`src/rtl/security_monitor.sv`:
```
// Defender-side alert FSM: escalates CALM -> WATCH -> ALARM on sustained attacker
// activity, cools down through COOLDOWN, and latches BREACHED when expansion is seen.
module security_monitor #(
    parameter int SUSPECT_TIME = 10,
    parameter int ALERT_TIME   = 8,
    parameter int RED_HOLD     = 15,
    parameter int COOL_TIME    = 20
) (
    input  logic       clock,
    input  logic       reset,
    input  logic       a1,
    input  logic       a2,
    input  logic       a3,
    input  logic       deception_out,
    output logic       green,
    output logic       yellow,
    output logic       red,
    output logic       breach,
    output logic [2:0] current_state,
    output logic [5:0] timer,
    output logic [3:0] alarm_count
);

    typedef enum logic [2:0] {
        CALM     = 3'b000,
        WATCH    = 3'b001,
        ALARM    = 3'b010,
        COOLDOWN = 3'b011,
        BREACHED = 3'b100
    } state_e;

    localparam logic [5:0] SUSPECT_T = 6'(SUSPECT_TIME);
    localparam logic [5:0] ALERT_T   = 6'(ALERT_TIME);
    localparam logic [5:0] HOLD_T    = 6'(RED_HOLD);
    localparam logic [5:0] COOL_T    = 6'(COOL_TIME);

    state_e     state_q, state_d;
    logic [5:0] timer_q, timer_d;
    logic [3:0] alarm_count_q, alarm_count_d;
    logic       green_q, green_d;
    logic       yellow_q, yellow_d;
    logic       red_q, red_d;
    logic       breach_q, breach_d;

    logic       act_s;
    logic [5:0] timer_inc_s;
    logic [5:0] timer_hold_s;

    // Next-state, timer, counter and light decode for the alert FSM.
    always_comb begin
        act_s        = (a1 | a2) & ~deception_out;
        timer_inc_s  = (timer_q == 6'd63) ? 6'd63 : (timer_q + 6'd1);
        state_d      = state_q;
        timer_hold_s = timer_inc_s;

        case (state_q)
            CALM: begin
                if (a3) begin
                    state_d = BREACHED;
                end else if (a2 & ~deception_out) begin
                    state_d = ALARM;
                end else if (act_s) begin
                    state_d = (timer_q >= SUSPECT_T) ? WATCH : CALM;
                end else begin
                    // A single quiet cycle breaks the suspicion streak.
                    timer_hold_s = 6'd1;
                end
            end
            WATCH: begin
                if (a3) begin
                    state_d = BREACHED;
                end else if (act_s) begin
                    state_d = (timer_q >= ALERT_T) ? ALARM : WATCH;
                end else begin
                    state_d = COOLDOWN;
                end
            end
            ALARM: begin
                if (a3) begin
                    state_d = BREACHED;
                end else if ((timer_q >= HOLD_T) && !act_s) begin
                    state_d = COOLDOWN;
                end else begin
                    state_d = ALARM;
                end
            end
            COOLDOWN: begin
                if (a3) begin
                    state_d = BREACHED;
                end else if (act_s) begin
                    state_d = WATCH;
                end else begin
                    state_d = (timer_q >= COOL_T) ? CALM : COOLDOWN;
                end
            end
            BREACHED: begin
                state_d = BREACHED;
            end
            default: begin
                state_d = CALM;
            end
        endcase

        timer_d = (state_d != state_q) ? 6'd1 : timer_hold_s;

        alarm_count_d = ((state_d == ALARM) && (state_q != ALARM) && (alarm_count_q != 4'd15))
                        ? (alarm_count_q + 4'd1) : alarm_count_q;

        green_d  = (state_d == CALM);
        yellow_d = (state_d == WATCH) || (state_d == COOLDOWN);
        red_d    = (state_d == ALARM) || (state_d == BREACHED);
        breach_d = (state_d == BREACHED);
    end

    // State and output registers with synchronous reset.
    always_ff @(posedge clock) begin
        if (reset) begin
            state_q       <= CALM;
            timer_q       <= 6'd1;
            alarm_count_q <= 4'd0;
            green_q       <= 1'b1;
            yellow_q      <= 1'b0;
            red_q         <= 1'b0;
            breach_q      <= 1'b0;
        end else begin
            state_q       <= state_d;
            timer_q       <= timer_d;
            alarm_count_q <= alarm_count_d;
            green_q       <= green_d;
            yellow_q      <= yellow_d;
            red_q         <= red_d;
            breach_q      <= breach_d;
        end
    end

    assign green         = green_q;
    assign yellow        = yellow_q;
    assign red           = red_q;
    assign breach        = breach_q;
    assign current_state = state_q;
    assign timer         = timer_q;
    assign alarm_count   = alarm_count_q;

endmodule

```
`config.mk`:
```
export PLATFORM = sky130hd
export DESIGN_NAME = security_monitor
export DESIGN_NICKNAME = d
export VERILOG_FILES = /design/src/rtl/security_monitor.sv
export SDC_FILE = /design/constraint.sdc
export NUM_CORES = 1
export LEC_CHECK = 0
export ABC_AREA = 1
export CORE_ASPECT_RATIO = 1.1
export CORE_MARGIN = 2
export CORE_UTILIZATION = 50
export CTS_CLUSTER_SIZE = 12
export DETAILED_ROUTE_END_ITERATION = 6
export PLACE_DENSITY = 0.89
export SLEW_MARGIN = 10
export SYNTH_ARGS = -nofsm -noshare
export SYNTH_HDL_FRONTEND = slang
export SYNTH_SLANG_ARGS = --single-unit
```
`constraint.sdc`:
```
create_clock -name clock -period 3.6 [get_ports clock]
set_input_delay 1.08 -clock clock [delete_from_list [all_inputs] [get_ports clock]]
set_output_delay 1.08 -clock clock [all_outputs]
set_load 0.01 [all_outputs]
```
==> summary.md, run 1 <==
| Metric | Value |
|---|---|
| Run status | completed |
| CTS tree | built |
| Cell-by-cell trace of the critical path | clkdlybuf4s50_1 |
| Area share of the largest cell type after synthesis | 0.356 |
| Count of fill cells added during filler insertion | about 150 |
| Setup repair after global routing missed its margin | no |
| Maximum level of the CTS H-tree | 1 |
| Count of input and output buffers | 22 |
| TritonCTS Sinks | 17 |
| Hold-fix buffer count after cts | 0 |
| Clock latency on the worst-skew pair | 290 ps |
| Remaining routing DRC violations | 0 |
| Cell type with the largest total area after synthesis | dfxtp_1 |
| Cell types with the highest counts after synthesis | nand2_1 (27), nor2_1 (22), dfxtp_1 (17) |
| Yosys warnings | 0 |
| TritonCTS buffer count | 3 |
| Maximum cell stage delay along the critical path | around 610 ps |
| Type of element launching the critical path | flop |
| Post-route setup TNS | 0 ps |
| First-pass GRT wire length | 3.78 mm |
| Non-filler instance count after layout | ~180 |
| Vias in the first global route | between 800 and 900 |
| Number of flops mapped to enable cells by yosys | 0 |
| Clock transition time at the flip-flop clock pins of the worst setup and hold paths | 90 ps |
| Number of cell instances on the worst register-to-register path | 11 |
| Max_slew headroom | 0.670 |
| Number of max-slew violations in the final report | 0 |
| Shortest clock period the worst path allows after layout | 2540 ps |
| Number of max-cap violations | 0 |
| Layout-stage area growth over the synthesis result | 27.6% |
| Worst ir drop on vdd | around 0.00023 V |
| Final Hold Fails | 0 |
| Final Cycle Share | 0.706 |
| Leakage | 0.549 nW |
| HPWL reported at the end of detailed placement | 1.79 mm |
| Die span in y | 49.9 um |
| Number of storage elements in the synthesis netlist | 17 |
| Final setup fails | 0 |
| Initial drt markers | 34 |
| Floorplan die width | 45.7 um |
| Min-Delay Path Class | reg -> reg |
| Slowest library cell on the worst path | clkdlybuf4s50_1 |
| Final Net Count | approximately 170 |
| Final core area utilization | 0.685 |
| Worst path buffer plus inverter count | 1 |
| Vias per cell | 5.35 |
| Maximum buffer depth of the clock tree | 2 |
| Post-synthesis instance area | ~960 sq um |
| Top cell family by delay on the critical path | buffers and inverters |
| Cell with the most instances after synthesis | nand2_1 |
| Routed length per instance | 12.7 um |
| Dominant cells by area after synthesis | dfxtp_1 (36%), nand2_1 (11%), nor2_1 (8.6%) |
| Share of flip-flops with an asynchronous set or reset | 0 |
| Measured slew at the worst slew-check pin | 491 ps |
| Standard-cell rows | 16 |
| Share of layout cells above drive strength 1 | 0.144 |
| Power per cell area | 314 nW/um^2 |
| Most common flop cell mapped by yosys | dfxtp_1 |
| Crit. End Element | output port |
| Mean instance size in the synthesized netlist | 7.08 sq um |
| Antenna-violating nets left | 0 |
| Number of gates resized after CTS | 0 |
| Critical Path RT | ~2500 ps |
| Largest net degree at the start of global routing | 10 |
| Effective utilization at floorplan | 0.537 |
| Via count | 952 |
| Post-synth net total | 145 |
| Number of cells traversed by the worst hold path | 2 |
| Diodes inserted | 0 |
| Fmax achieved | 394 MHz |
| Total overflow reported by the global router | 0 |
| Area of the die | 2280 sq um |
| Detailed-route wire length | 2.27 mm |
| Clock root buffer | clkbuf_4 |
| Number of top-level pins | 23 |
| Placeable Area | between 1500 and 2000 sq um |
| Signal arrival time at the worst endpoint | 1460 ps |
| Count of unique library cells instantiated by Yosys | 25 |
| Post-Route Hold Slack | 525 ps |
| Final setup skew | 0.711 ps |
| Length of the first detailed-routing pass in iterations | 4 |
| Worst setup path category | reg -> out |
| Dpl cells | around 170 |
| Post-CTS Setup Bufs | 0 |
| Routability congestion estimate | 0.851 |
| Critical-path maximum fanout | 9 |
| Antenna violations before repair | 0 |
| Sequential fraction of the synthesis area | 0.356 |
| Number of cells on the critical path | 1 |
| Total global routing track utilization | 0.227 |
| Cell count after synthesis | 135 |
[final timing paths]
check	start	end	slack, ps
worst max-delay path	current_state[2]$_SDFF_PP0_	current_state[2]	1060
worst min-delay path	alarm_count[3]$_SDFFE_PP0P_	alarm_count[3]$_SDFFE_PP0P_	520
worst max register to register	timer[0]$_SDFF_PP1_	timer[2]$_SDFF_PP0_	1950
worst min register to register	alarm_count[3]$_SDFFE_PP0P_	alarm_count[3]$_SDFFE_PP0P_	520
[area by class of cell]
class | count | area [sq um] | area share
inverter | 19 | 72.6 | 0.0595
clock buffer | 4 | 26.3 | 0.0215
timing repair buffer | 22 | 220 | 0.181
sequential | 17 | 340 | 0.279
multi-input combinational | 98 | 538 | 0.441
tap | 18 | 22.5 | 0.0185
[flip-flops by register name (all words and copies together) (netlist names)]
signal,count
breach,1
alarm_count,4
green,1
red,1
yellow,1
timer,6
current_state,3
[through the flow]
step	setup slack (ps)	total power, mW	cell area, sq um
after floorplan	1570	0.252	956
after global placement	1010	0.284	1190
after detailed placement	945	0.286	1190
after CTS	1040	0.387	1220
after global routing	998	0.402	1220
final	1060	0.383	1220
[logic make-up (layout without fill, tap and decap cells)]
kind of cell	Yosys count	count (layout)	synth area share
AOI/OAI and AO/OA	11	11	0.0733
buffers and inverters	20	45	0.0811
and+or+nand+nor	79	79	0.401
DFF	17	17	0.356
adders and majority gates	4	4	0.0524
xor gates and xnor gates	4	4	0.0367
[metal layers]
metal / GRT usage / vias up / wire length (um)
met1: 0.280 / 435 / 1020
met5: 0 / - / 0
met3: 0.0440 / 6 / 89
met2: 0.371 / 24 / 1120
met4: 0.100 / 0 / 42
li1: - / 487 / -
[placed cells by master, fill, tap and decap left out, types with 2 or more instances in the layout]
master and n:
a21oi_1 4, clkbuf_4 3, clkdlybuf4s50_1 22, dfxtp_1 17
ha_1 4, inv_1 12, inv_2 6, nand2_1 27
nand3_1 10, nand3_2 2, nand4_1 7, nor2_1 22
nor2_2 2, nor3_1 3, nor3_2 4, o21ai_1 2
xor2_1 3
[power breakdown]
group,total [mW],internal (mW),switching (mW)
logic,0.0742,0.0356,0.0386
registers,0.208,0.197,0.0104
clock network,0.101,0.0432,0.0582
total,0.383,0.276,0.107
(Power assumes the default switching activity.)
==> run 2: changes to the inputs <==
CORE_UTILIZATION = 43   (was 50)
PLACE_DENSITY = 0.83   (was 0.89)
clock period = 2.3 ns   (was 3.6 ns; I/O delays follow)
==> summary.md, run 2 (synthesis gave the netlist of run 1 again) <==
| Metric | Value |
|---|---|
| Initial drt markers | 19 |
| Worst setup path category | reg -> out |
| Shortest clock period the worst path allows after layout | ~2200 ps |
| Worst reg-to-reg setup slack | just under 700 ps |
| CTS tree | built |
| Top cell family by delay on the critical path | buffers and inverters |
| Vias per cell | 5.02 |
| Total overflow reported by the global router | 0 |
| Met1 usage in global routing | 0.174 |
| Post-CTS Setup Bufs | 0 |
| Max_slew headroom | 0.717 |
| Signal arrival time at the worst endpoint | 1460 ps |
| Placeable Area | 2060 sq um |
| Routability congestion estimate | 0.879 |
| Met3 usage | 0.0311 |
| Area of the die | 2620 sq um |
| Diodes inserted | 0 |
| Type of element launching the critical path | flop |
| TritonCTS Sinks | 17 |
| Final setup fails | 0 |
| Standard-cell rows | 17 |
| Antenna violations before repair | 0 |
| Critical Path RT | approximately 1600 ps |
| Number of max-cap violations | 0 |
| Commonest non-fill, non-tap cells in the layout | nand2_1 (27), nor2_1 (22), clkdlybuf4s50_1 (22) |
| Maximum level of the CTS H-tree | 1 |
| Routed length per instance | around 11 um |
| Clock root buffer | clkbuf_4 |
| Final Net Count | 171 |
| Worst path buffer plus inverter count | 1 |
| Layout-stage area growth over the synthesis result | 29.1% |
| Measured slew at the worst slew-check pin | 421 ps |
| Slowest library cell on the worst path | clkdlybuf4s50_1 |
| Min-Delay Path Class | reg -> reg |
| Share of layout cells above drive strength 1 | 0.150 |
| Floorplan die width | 49.0 um |
| Final Hold Fails | 0 |
| Length of the first detailed-routing pass in iterations | 4 |
| Fmax achieved | 464 MHz |
| Maximum cell stage delay along the critical path | 610 ps |
| Die span in y | 53.5 um |
| Post-route setup TNS | 0 ps |
| Maximum buffer depth of the clock tree | 2 |
| Hold-fix buffer count after cts | 0 |
| Max FFs per register | 6 |
| Clock latency on the worst-skew pair | 300 ps |
| Total global routing track utilization | 0.180 |
| Cell-by-cell trace of the critical path | clkdlybuf4s50_1 |
| Dpl cells | about 180 |
| Count of input and output buffers | 22 |
| Effective utilization at floorplan | 0.463 |
| Final Cycle Share | 0.937 |
| Remaining routing DRC violations | 0 |
| Setup repair after global routing missed its margin | no |
| Crit. End Element | output port |
| Run status | completed |
| Total placed instance area | 1210 sq um |
| Number of gates resized after CTS | 0 |
| Vias in the first global route | just under 900 |
| HPWL reported at the end of detailed placement | around 1.7 mm |
| Most Used Layer, Global Route | met2 |
| Detailed-route wire length | 2.09 mm |
| Via count | 944 |
| Largest net degree at the start of global routing | 11 |
| Power per cell area | 485 nW/um^2 |
| Number of top-level pins | 23 |
| TritonCTS buffer count | 3 |
| Most common cell after layout, fill and taps aside | nand2_1 |
| Number of max-slew violations in the final report | 0 |
| Final setup skew | 3.72 ps |
| Worst ir drop on vdd | 0.000345 V |
| Post-route standard cell area excluding fillers | around 1200 sq um |
| Antenna-violating nets left | 0 |
| Clock transition time at the flip-flop clock pins of the worst setup and hold paths | about 100 ps |
| Non-filler instance count after layout | 188 |
| Global-route met2 utilization | 0.349 |
| First-pass GRT wire length | 3.51 mm |
| Critical-path maximum fanout | 9 |
| Leakage | 0.551 nW |
run 2: cell types whose count changed in the layout (fill, tap and decap cells not counted), sizes merged:
cell / before / now
clkbuf: 4 / 3
clkinv: 1 / 2
run 2: final timing paths:
path / start / to / cells past startpoint
setup / recovery: current_state[2]$_SDFF_PP0_ / current_state[2] / 1
hold / removal: alarm_count[1]$_SDFFE_PP0P_ / alarm_count[1]$_SDFFE_PP0P_ / 2
setup reg to reg: timer[1]$_SDFF_PP0_ / timer[2]$_SDFF_PP0_ / 10
hold reg to reg: alarm_count[1]$_SDFFE_PP0P_ / alarm_count[1]$_SDFFE_PP0P_ / 2
run 2: area by class of cell:
type                       instances  area [sq um]
timing repair buffer              22           220
clock inverter                     1          5.00
fill                             199           830
multi-input combinational         98           538
clock buffer                       3          22.5
sequential                        17           340
tap                               28          35.0
inverter                          19          72.6
run 2: stage by stage:
step | hold slack [ps] | setup slack (ps) | power [mW] | utilization
after CTS | 538 | 140 | 0.604 | 0.598
after floorplan | 513 | 657 | 0.394 | -
after detailed placement | 521 | -18.0 | 0.447 | 0.585
after global routing | 555 | 86.4 | 0.632 | 0.598
final | 533 | 146 | 0.599 | 0.598
after global placement | 508 | 111 | 0.442 | 0.585
run 2: power by group:
part           internal, mW  switching, mW  total (mW)  leakage [nW]
Sequential            0.309         0.0158       0.325         0.139
Clock                0.0649         0.0942       0.159        0.0177
Combinational        0.0556         0.0593       0.115         0.395
run 2: routing by layer:
layer  wire length, um  part of all wire
met1               862              0.41
met2              1130              0.54
met3                46             0.022
met4                51             0.024
met5                 0                 0
